--- src/rtl/dist_ram_pkg.sv ---
// Shared declarations for the byte-writable distributed RAM.
//   state_t     : clear sequencer states (ST_CLEAR, ST_READY)
//   RDW_OLD/NEW : same-address read-during-write selection
//   be_merge()  : byte-enable merge shared by the write path and the bypass path
package dist_ram_pkg;

    typedef enum logic {
        ST_CLEAR = 1'b0,
        ST_READY = 1'b1
    } state_t;

    localparam int RDW_OLD = 0;
    localparam int RDW_NEW = 1;

    // Widest word be_merge() handles; callers zero-extend into this width
    // and truncate the result back to their own word width.
    localparam int MERGE_WIDTH = 256;

    // Bit i of the result takes new_word[i] when the enable of the byte that
    // contains bit i is set, otherwise keeps old_word[i]. byte_width is a
    // constant at every call site, so the loop folds to plain muxes.
    function automatic logic [MERGE_WIDTH-1:0] be_merge(
        input logic [MERGE_WIDTH-1:0] old_word,
        input logic [MERGE_WIDTH-1:0] new_word,
        input logic [MERGE_WIDTH-1:0] be,
        input int                     byte_width
    );
        logic [MERGE_WIDTH-1:0] res;
        res = old_word;
        for (int i = 0; i < MERGE_WIDTH; i++) begin
            if (be[i / byte_width]) begin
                res[i] = new_word[i];
            end
        end
        return res;
    endfunction

endpackage

--- src/rtl/dist_ram_bw_if.sv ---
// Request/response bundle of dist_ram_bw.
//   write, write_addr, write_be, data_in : write port (master drives)
//   read, read_addr                      : read request (master drives)
//   data_out, read_valid, busy           : read result and clear status (slave drives)
interface dist_ram_bw_if #(
    parameter int DATA_WIDTH = 32,
    parameter int BYTE_WIDTH = 8,
    parameter int ADDR_WIDTH = 6
);
    localparam int NB = DATA_WIDTH / BYTE_WIDTH;

    logic                  write;
    logic [ADDR_WIDTH-1:0] write_addr;
    logic [NB-1:0]         write_be;
    logic [DATA_WIDTH-1:0] data_in;
    logic                  read;
    logic [ADDR_WIDTH-1:0] read_addr;
    logic [DATA_WIDTH-1:0] data_out;
    logic                  read_valid;
    logic                  busy;

    modport master (
        output write, write_addr, write_be, data_in, read, read_addr,
        input  data_out, read_valid, busy
    );

    modport slave (
        input  write, write_addr, write_be, data_in, read, read_addr,
        output data_out, read_valid, busy
    );

endinterface

--- src/rtl/dist_ram_clr_seq.sv ---
// Clear sequencer: after every reset, walks clr_addr over 0..DEPTH-1 (one
// location per clock) and then releases the RAM to the user.
//   clk, rst : clock, synchronous active-high reset (restarts the walk)
//   busy     : clear in progress or reset asserted; user requests are ignored
//   clr_we   : write zero to clr_addr on this edge
//   clr_addr : location being cleared
module dist_ram_clr_seq
    import dist_ram_pkg::*;
#(
    parameter int ADDR_WIDTH = 6
) (
    input  logic                  clk,
    input  logic                  rst,
    output logic                  busy,
    output logic                  clr_we,
    output logic [ADDR_WIDTH-1:0] clr_addr
);

    // One spare MSB so the counter never wraps back onto address 0.
    localparam logic [ADDR_WIDTH:0] LAST = {1'b0, {ADDR_WIDTH{1'b1}}};

    state_t              state;
    logic [ADDR_WIDTH:0] cnt;

    // NOTE: state registers use non-blocking assignments so every flop
    // samples pre-edge values regardless of statement order.
    always_ff @(posedge clk) begin
        if (rst) begin
            state <= ST_CLEAR;
            cnt   <= '0;
        end else if (state == ST_CLEAR) begin
            cnt <= cnt + (ADDR_WIDTH+1)'(1);
            if (cnt == LAST) begin
                state <= ST_READY;
            end
        end
    end

    assign busy     = rst | (state == ST_CLEAR);
    assign clr_we   = ~rst & (state == ST_CLEAR);
    assign clr_addr = cnt[ADDR_WIDTH-1:0];

endmodule

--- src/rtl/dist_ram_bw.sv ---
// Distributed RAM, one write port with byte enables and one read port with
// selectable latency (0 = combinational, 1 = registered). Contents are
// zeroed by a hardware sweep after every reset.
//   clk, rst : clock, synchronous active-high reset
//   bus      : dist_ram_bw_if slave (write/read requests, data_out,
//              read_valid, busy)
module dist_ram_bw
    import dist_ram_pkg::*;
#(
    parameter int DATA_WIDTH   = 32,
    parameter int BYTE_WIDTH   = 8,
    parameter int ADDR_WIDTH   = 6,
    parameter int READ_LATENCY = 0,
    parameter int RDW_MODE     = RDW_OLD
) (
    input  logic            clk,
    input  logic            rst,
    dist_ram_bw_if.slave    bus
);

    localparam int DEPTH = 2 ** ADDR_WIDTH;

    if ((DATA_WIDTH % BYTE_WIDTH) != 0 || DATA_WIDTH > MERGE_WIDTH) begin : g_bad_width
        $error("dist_ram_bw: DATA_WIDTH must be a multiple of BYTE_WIDTH and at most MERGE_WIDTH");
    end

    logic                  busy;
    logic                  clr_we;
    logic [ADDR_WIDTH-1:0] clr_addr;

    dist_ram_clr_seq #(
        .ADDR_WIDTH (ADDR_WIDTH)
    ) u_clr_seq (
        .clk      (clk),
        .rst      (rst),
        .busy     (busy),
        .clr_we   (clr_we),
        .clr_addr (clr_addr)
    );

    // NOTE: the array has no reset branch; a reset term would turn every
    // word into resettable flops. The clear sweep zeroes it instead.
    logic [DATA_WIDTH-1:0] mem [DEPTH];

    logic                  wr_en;
    logic [DATA_WIDTH-1:0] wr_word;
    logic                  bypass;
    logic [DATA_WIDTH-1:0] rd_word;

    assign wr_en   = bus.write & ~busy;
    assign wr_word = DATA_WIDTH'(be_merge(MERGE_WIDTH'(mem[bus.write_addr]),
                                          MERGE_WIDTH'(bus.data_in),
                                          MERGE_WIDTH'(bus.write_be),
                                          BYTE_WIDTH));

    // Clear and user writes never coincide: user writes are gated by busy.
    always_ff @(posedge clk) begin
        if (clr_we) begin
            mem[clr_addr] <= '0;
        end else if (wr_en) begin
            mem[bus.write_addr] <= wr_word;
        end
    end

    // Same-address bypass: the merged word already uses the stored word of
    // that address as its base, so it is exactly the post-write contents.
    assign bypass  = (RDW_MODE == RDW_NEW) && wr_en && (bus.write_addr == bus.read_addr);
    assign rd_word = bypass ? wr_word : mem[bus.read_addr];

    if (READ_LATENCY == 0) begin : g_lat0
        assign bus.data_out   = busy ? '0 : rd_word;
        assign bus.read_valid = bus.read & ~busy;
    end else if (READ_LATENCY == 1) begin : g_lat1
        logic [DATA_WIDTH-1:0] rd_q;
        logic                  rv_q;

        always_ff @(posedge clk) begin
            if (busy) begin
                rd_q <= '0;
                rv_q <= 1'b0;
            end else if (bus.read) begin
                rd_q <= rd_word;
                rv_q <= 1'b1;
            end else begin
                rv_q <= 1'b0;
            end
        end

        // Masking keeps outputs at zero from the first cycle rst is high,
        // before the registers have seen a reset edge.
        assign bus.data_out   = busy ? '0 : rd_q;
        assign bus.read_valid = rv_q & ~busy;
    end else begin : g_bad_latency
        $error("dist_ram_bw: READ_LATENCY must be 0 or 1");
    end

    assign bus.busy = busy;

endmodule
--- src/flat_wrapper.sv ---
// flat-port wrapper written by rule: the top's interface ports become plain ports
module dist_ram_bw_flat import dist_ram_pkg::*;
#(
    parameter int DATA_WIDTH   = 32,
    parameter int BYTE_WIDTH   = 8,
    parameter int ADDR_WIDTH   = 6,
    parameter int READ_LATENCY = 0,
    parameter int RDW_MODE     = RDW_OLD
)
  (clk, rst, bus_write, bus_write_addr, bus_write_be, bus_data_in, bus_read, bus_read_addr, bus_data_out, bus_read_valid, bus_busy);
  dist_ram_bw_if #(.DATA_WIDTH(DATA_WIDTH), .BYTE_WIDTH(BYTE_WIDTH), .ADDR_WIDTH(ADDR_WIDTH)) bus_i ();
  input  logic clk;
  input  logic rst;
  input wire logic [$bits(bus_i.write)-1:0] bus_write;
  input wire logic [$bits(bus_i.write_addr)-1:0] bus_write_addr;
  input wire logic [$bits(bus_i.write_be)-1:0] bus_write_be;
  input wire logic [$bits(bus_i.data_in)-1:0] bus_data_in;
  input wire logic [$bits(bus_i.read)-1:0] bus_read;
  input wire logic [$bits(bus_i.read_addr)-1:0] bus_read_addr;
  output wire logic [$bits(bus_i.data_out)-1:0] bus_data_out;
  output wire logic [$bits(bus_i.read_valid)-1:0] bus_read_valid;
  output wire logic [$bits(bus_i.busy)-1:0] bus_busy;
  assign bus_i.write = bus_write;
  assign bus_i.write_addr = bus_write_addr;
  assign bus_i.write_be = bus_write_be;
  assign bus_i.data_in = bus_data_in;
  assign bus_i.read = bus_read;
  assign bus_i.read_addr = bus_read_addr;
  assign bus_data_out = bus_i.data_out;
  assign bus_read_valid = bus_i.read_valid;
  assign bus_busy = bus_i.busy;
  dist_ram_bw #(.DATA_WIDTH(DATA_WIDTH), .BYTE_WIDTH(BYTE_WIDTH), .ADDR_WIDTH(ADDR_WIDTH), .READ_LATENCY(READ_LATENCY), .RDW_MODE(RDW_MODE)) u_core (.clk(clk), .rst(rst), .bus(bus_i));
endmodule
--- config.mk ---
export PLATFORM = sky130hd
export DESIGN_NAME = dist_ram_bw_flat
export DESIGN_NICKNAME = d
export VERILOG_FILES = /design/src/rtl/dist_ram_pkg.sv /design/src/rtl/dist_ram_bw_if.sv /design/src/rtl/dist_ram_clr_seq.sv /design/src/rtl/dist_ram_bw.sv /design/src/flat_wrapper.sv
export SDC_FILE = /design/constraint.sdc
export NUM_CORES = 2
export LEC_CHECK = 0
export ABC_CLOCK_PERIOD_IN_PS = 3000
export BUFFER_PORTS_ARGS = -buffer_cell sky130_fd_sc_hd__buf_2
export CORE_MARGIN = 1
export CORE_UTILIZATION = 45
export DETAILED_ROUTE_END_ITERATION = 6
export PLACE_DENSITY = 0.67
export SYNTH_ARGS = -nofsm -noshare
export SYNTH_HDL_FRONTEND = slang
export SYNTH_SLANG_ARGS = --single-unit
--- constraint.sdc ---
create_clock -name clk -period 3 [get_ports clk]
set_clock_uncertainty 0.15 [all_clocks]
set_input_delay 0.15 -clock clk [delete_from_list [all_inputs] [get_ports clk]]
set_output_delay 0.15 -clock clk [all_outputs]
set_load 0.02 [all_outputs]
Yosys cells after proc, flatten, opt, wreduce, memory -nomap -nowiden --
Memory sizes are Yosys's and may differ from the RTL's. Index checks and enable logic that the tools add are counted.
Storage, ports and cells: register bits 8, memory bits (writable) 2048, input port bits 52, output and inout bits 34, logic and storage cells 64, memories kept 1
Memories:
- u_core.mem | words 64, bits a word 32, read ports 1, clocked after Yosys merged registers in 0, write ports 1, line dist_ram_bw.sv:43 | logic [DATA_WIDTH-1:0] mem [DEPTH];
Operators by class: $add $sub $neg 1, equality and inequality tests 5, muxes and demuxes 43, bitwise gates (word level) 7, reductions and logical operators 5
Operators with widths (count):
- $mux 32 | 2
- $mux 1 | 39
- $reduce_or 32->1 | 1
- $reduce_and 2->1 | 4
- $add 7x1->7 const B | 1
- $eq 7x6->1 const B | 1
- $mux 6 | 1
- $mux 4 | 1
- $ne 1x1->1 const B | 4
- $and 1x1->1 | 3
- $not 1->1 | 3
- $or 1x1->1 | 1

Logic depth before layout (Yosys ltp) --
depth in word-level cells 10, gate-level depth with buffers 11, mapped depth without buffers 7

Hierarchy --
Synthesis repeated with hierarchy kept, for this count alone.
Unflattened totals: cell total of the unflattened synthesis 3776, area, all modules 80596.0 sq um
By module, submodules not included:
- dist_ram_bw | instances 1, cells each 3733, area each 80178.1 sq um, seq. area each 61499.0 sq um
- dist_ram_clr_seq | instances 1, cells each 43, area each 417.9 sq um, seq. area each 160.2 sq um

Worst setup path after synthesis --
No wires, ideal clock.
kind register to register, from register u_core.u_clr_seq.state, to memory u_core.mem[0][10], data pin, library setup time 0.367 ns, arrival time 2.374 ns, data required time 2.483 ns, setup slack 0.109 ns, cell stages (with the launch flop) 9, path buffers 5, clock period less this slack 2.891 ns, cell sequence dfxtp_1 > buf_2 > nor2b_1 > clkbuf_1 > and3_1 > buf_2 > buf_2 > clkbuf_1 > and2_1
Between the ends: word-level cells in the longest chain between the ends 10, elaborated cells between the ends (all ways) 14, classes of those cells 4 x mux; 5 x bitwise; 5 x reduce/logical
Ends and longest elaborated chain:
- start: declaration | line dist_ram_clr_seq.sv:22 | state_t state;
- start signal: assignment | line dist_ram_clr_seq.sv:29 | state <= ST_CLEAR;
- start signal: assignment | line dist_ram_clr_seq.sv:34 | state <= ST_READY;
- $not 1->1 (*) | line dist_ram_clr_seq.sv:39, dist_ram_clr_seq.sv:40
- $or 1x1->1 | line dist_ram_clr_seq.sv:39 | assign busy = rst | (state == ST_CLEAR);
- $not 1->1 | line dist_ram_bw.sv:50 | assign wr_en = bus.write & ~busy;
- $and 1x1->1 | line dist_ram_bw.sv:50
- $mux 1 | line dist_ram_bw.sv:60 | end else if (wr_en) begin
- $mux 1 (*) | line dist_ram_bw.sv:58 | if (clr_we) begin
- $mux 1 (not written as such) (*) | line dist_ram_bw.sv:61 | mem[bus.write_addr] <= wr_word;
- $reduce_and 2->1 (no line)
- $reduce_or 32->1 (no line) (*)
- $mux 32 (no line) (*)
- end: declaration | line dist_ram_bw.sv:43
Every way passes the cells marked *; elsewhere a longest branch is shown, timed or not.

Worst setup path after layout --
from memory u_core.mem[3][17], to output port bus_data_out[17]
Between the ends: word-level cells in the longest chain between the ends 2
Ends and longest elaborated chain:
- $mem_v2 64x32
- $mux 32 | line dist_ram_bw.sv:71 | assign bus.data_out = busy ? '0 : rd_word;
- end: declaration | line flat_wrapper.sv:20 | output wire logic [$bits(bus_i.data_out)-1:0] bus_data_out;
No other way between the ends.

==> results.toml <==
[die]
die_h_um = 424
placeableCoreArea_sq_um = 177000
die-width_um = 424
die_footprint_sq_um = 180000
starting_density_of_the_core_pct = 45.4
floorplan.io_pins = 86
total_number_of_placement_rows = 154

[power_and_ir_drop]
power_mw = 57.3
switching_power_mw = 11.8
combPwrFrac_pct = 4.3
cellInternalPower_mw = 45.5
clkPwrFrac_pct = 41.2
power_switching_share_pct = 20.6
power_density_nw_per_um2 = 597
ir_drop_mv = 0.617
static-leakage-power_nw = 34.7
seq_power_share_pct = 54.5

[critical_path]
crit_fanout = 1
path_cells = "mux4_2 -> a22o_1 -> a221oi_4 -> o22ai_2 -> nor3_2 -> buf_4 -> nor2_2 -> buf_6"
worstSetupPathType = "register to output port"
timing.critical_path.arrival_ns = 2.91
critical_path_required_ns = 2.70
critical_path.slowest_cell = "sky130_fd_sc_hd__mux4_2"
cpPeakStageDelay_ns = 0.54
start_kind = "register"
worst_setup_path_end_kind = "output port"

[clocking]
clock_sinks = 2056
htree_num_levels = 4
cts_root_cell = "sky130_fd_sc_hd__clkbuf_16"
max-clock-path-buffers = 3
tritoncts.num_buffers = 191
clk_pin_slew_ns = 0.07
clk-insertion-delay-late_ns = 0.82
cts_tree = "yes"

[placed_design]
dpl.cell_count = 6506
port_buffers = 85
replace_congestion = 0.876
place_hpwl_um = 135000

[routing]
post-route-drc-count = 0
drt_wirelength_um = 207000
final_antenna_net_count = 0
wire_per_inst_um = 30.1
drtPass1Iterations = 5
initialDrtViolationCount = 5166
detailroute.via_count = 41100
detail_route.vias_per_cell = 5.95

[synthesis]
synthesis.area_sq_um = 80300
syn-num-nets = 3725
ys.flop_type = "sky130_fd_sc_hd__edfxtp_1"
yosysSeqAreaShare_pct = 76.8
ys_ff_latch = 2056
yosys.area.top_type_share_pct = 76.6
yosys_warnings = 0
post_synth_main_area_contributors = "sky130_fd_sc_hd__edfxtp_1 77%, sky130_fd_sc_hd__mux4_2 16%, sky130_fd_sc_hd__nor2_1 1.4%"
synth_cell_type_count = 58
synth_cells = 3672
synth_edf_count = 2048
synth.cells.most_frequent = "2048 x sky130_fd_sc_hd__edfxtp_1, 568 x sky130_fd_sc_hd__mux4_2, 309 x sky130_fd_sc_hd__nor2_1, 87 x sky130_fd_sc_hd__nand2_1, 84 x sky130_fd_sc_hd__buf_2"
synth_most_common_cell = "sky130_fd_sc_hd__edfxtp_1"
synth-async-reset-ratio_pct = 0
syn_area_per_cell_sq_um = 21.9
synthDominantAreaCellType = "sky130_fd_sc_hd__edfxtp_1"

[run]
maxcap_violations = 0

[timing]
maxClockFrequency_mhz = 311
finalCritPeriodShare_pct = 107
timing.final.ws_setup_ns = -0.211
tightest_slew_ns = 1.23
fin_setup_tns_ns = -3.31
timing.slew.headroom_pct = 18.0
final_max_slew_viol_count = 0
rsz0062_at_grt = "yes"
setup_viol = 28
finalHoldViolCount = 0
minimum_clock_period_ns = 3.21
fin_hold_ws_ns = 0.0408

[final_layout]
design.final.nets = 4451
post_route_cells_drive_above_1_share_pct = 38.6
number_of_inserted_filler_cells_in_the_final_layout = 13100
final_std_cells_w_o_fill = 6899
syn2layout_area_growth_pct = 19.5
postLayoutCoreUtil_pct = 54.3

[run_status]
violations = "negative setup slack"
status = "finished, violations left"

[global_routing]
grt_start_max_net_pins = 65
global_route_wire_length_before_repair_um = 299000
grt_util_all_layers_pct = 23.1
vias_in_the_first_global_route = 41300
overflow = 0
number_of_antenna_violations_at_the_first_check_in_global_routing = 7

[hold_path]
timing.hold.worst.class = "input port to register"
## registers in the layout, summed over array words and instances (netlist names)
signal	count
u_core.mem	2048
u_core.u_clr_seq.cnt	7
u_core.u_clr_seq.state	1
## routing by layer
layer	share of wire [%]	wire length, um	track usage, %
met1	39	81100	32.0
met2	49	102000	37.2
met3	8.5	17700	4.20
met4	3.2	6660	8.03
met5	0.030	63	0
## cells by family after synthesis
logic type	Yosys count	synth area share, %
muxes	653	17.0
AOI/OAI and AO/OA	192	1.60
and+or+nand+nor	548	3.04
xor gates and xnor gates	4	0.0436
DFF	2056	76.8
buffers and inverters	218	1.49
adders and majority gates	1	0.0156
## power groups by stage
stage / clock network (mW) / logic, mW / registers (mW)
floorplan: 0 / 1.30 / 31.8
CTS: 23.9 / 2.42 / 31.2
global placement: 0 / 2.29 / 31.8
finish: 23.6 / 2.45 / 31.2
detailed placement: 0 / 2.30 / 31.8
global route: 24.9 / 2.54 / 31.2
## worst paths after layout
check                           slack [ns]                                  from                                    to  cells past startpoint
worst max-delay path                 -0.21           u_core.mem[3][17]$_DFFE_PP_                      bus_data_out[17]                      8
worst min-delay path                  0.04                     bus_write_addr[4]          u_core.mem[21][15]$_DFFE_PP_                      6
worst min register to register        0.36  u_core.u_clr_seq.cnt[6]$_SDFFE_PP0N_  u_core.u_clr_seq.cnt[6]$_SDFFE_PP0N_                      2
worst max register to register        0.01     u_core.u_clr_seq.state$_SDFF_PP0_          u_core.mem[63][24]$_DFFE_PP_                      7
## cell usage in the layout, fill, tap and decap left out, types with 29 or more instances in the layout
master,synthesis,routed
sky130_fd_sc_hd__nand2_1,87,75
sky130_fd_sc_hd__clkinv_1,1,44
sky130_fd_sc_hd__nor2_1,309,260
sky130_fd_sc_hd__clkbuf_16,0,194
sky130_fd_sc_hd__and2_2,0,32
sky130_fd_sc_hd__nor2_2,0,45
sky130_fd_sc_hd__dlygate4sd3_1,0,38
sky130_fd_sc_hd__clkinv_2,0,30
sky130_fd_sc_hd__buf_2,84,51
sky130_fd_sc_hd__buf_4,30,532
sky130_fd_sc_hd__buf_12,0,92
sky130_fd_sc_hd__nand2b_1,32,30
sky130_fd_sc_hd__clkbuf_1,59,46
sky130_fd_sc_hd__mux4_2,568,568
sky130_fd_sc_hd__buf_6,18,29
sky130_fd_sc_hd__mux2i_1,72,58
sky130_fd_sc_hd__edfxtp_1,2048,2048
## timing repair
action	CTS	global route
pin swaps	50	21
gates resized for setup	212	60
setup endpoints to repair	68	311
hold buffers	38	0
setup buffers	5	0
endpoints found under the hold margin	1728	0
## worst max-delay path: cells and delay by family (launching register included)
| family | cells | cell delay (ns) |
|---|---|---|
| flip-flops | 1 | 0.37 |
| multiplexers | 1 | 0.54 |
| AND/OR/NAND/NOR | 2 | 0.22 |
| AO/OA/AOI/OAI | 3 | 0.66 |
| buffers and inverters | 2 | 0.30 |
## cell type report
| cell class | instances | area (sq um) | share of cell area (%) |
|---|---|---|---|
| Antenna cell | 3 | 7.51 | 0.00782 |
| Clock buffer | 240 | 5030 | 5.24 |
| Clock inverter | 111 | 991 | 1.03 |
| Inverter | 6 | 28.8 | 0.0300 |
| Multi-Input combinational cell | 1398 | 18500 | 19.3 |
| Sequential cell | 2056 | 61700 | 64.3 |
| Tap cell | 2340 | 2930 | 3.05 |
| Timing Repair Buffer | 745 | 6840 | 7.13 |
## stage by stage
step	setup WS, ns	cell area, sq um
floorplan	0.109	80300
global placement	-0.414	88400
detailed placement	-0.431	88400
CTS	-0.296	95700
global route	-0.349	96000
finish	-0.211	96000
Note: power is estimated with default switching activity, not from simulation.
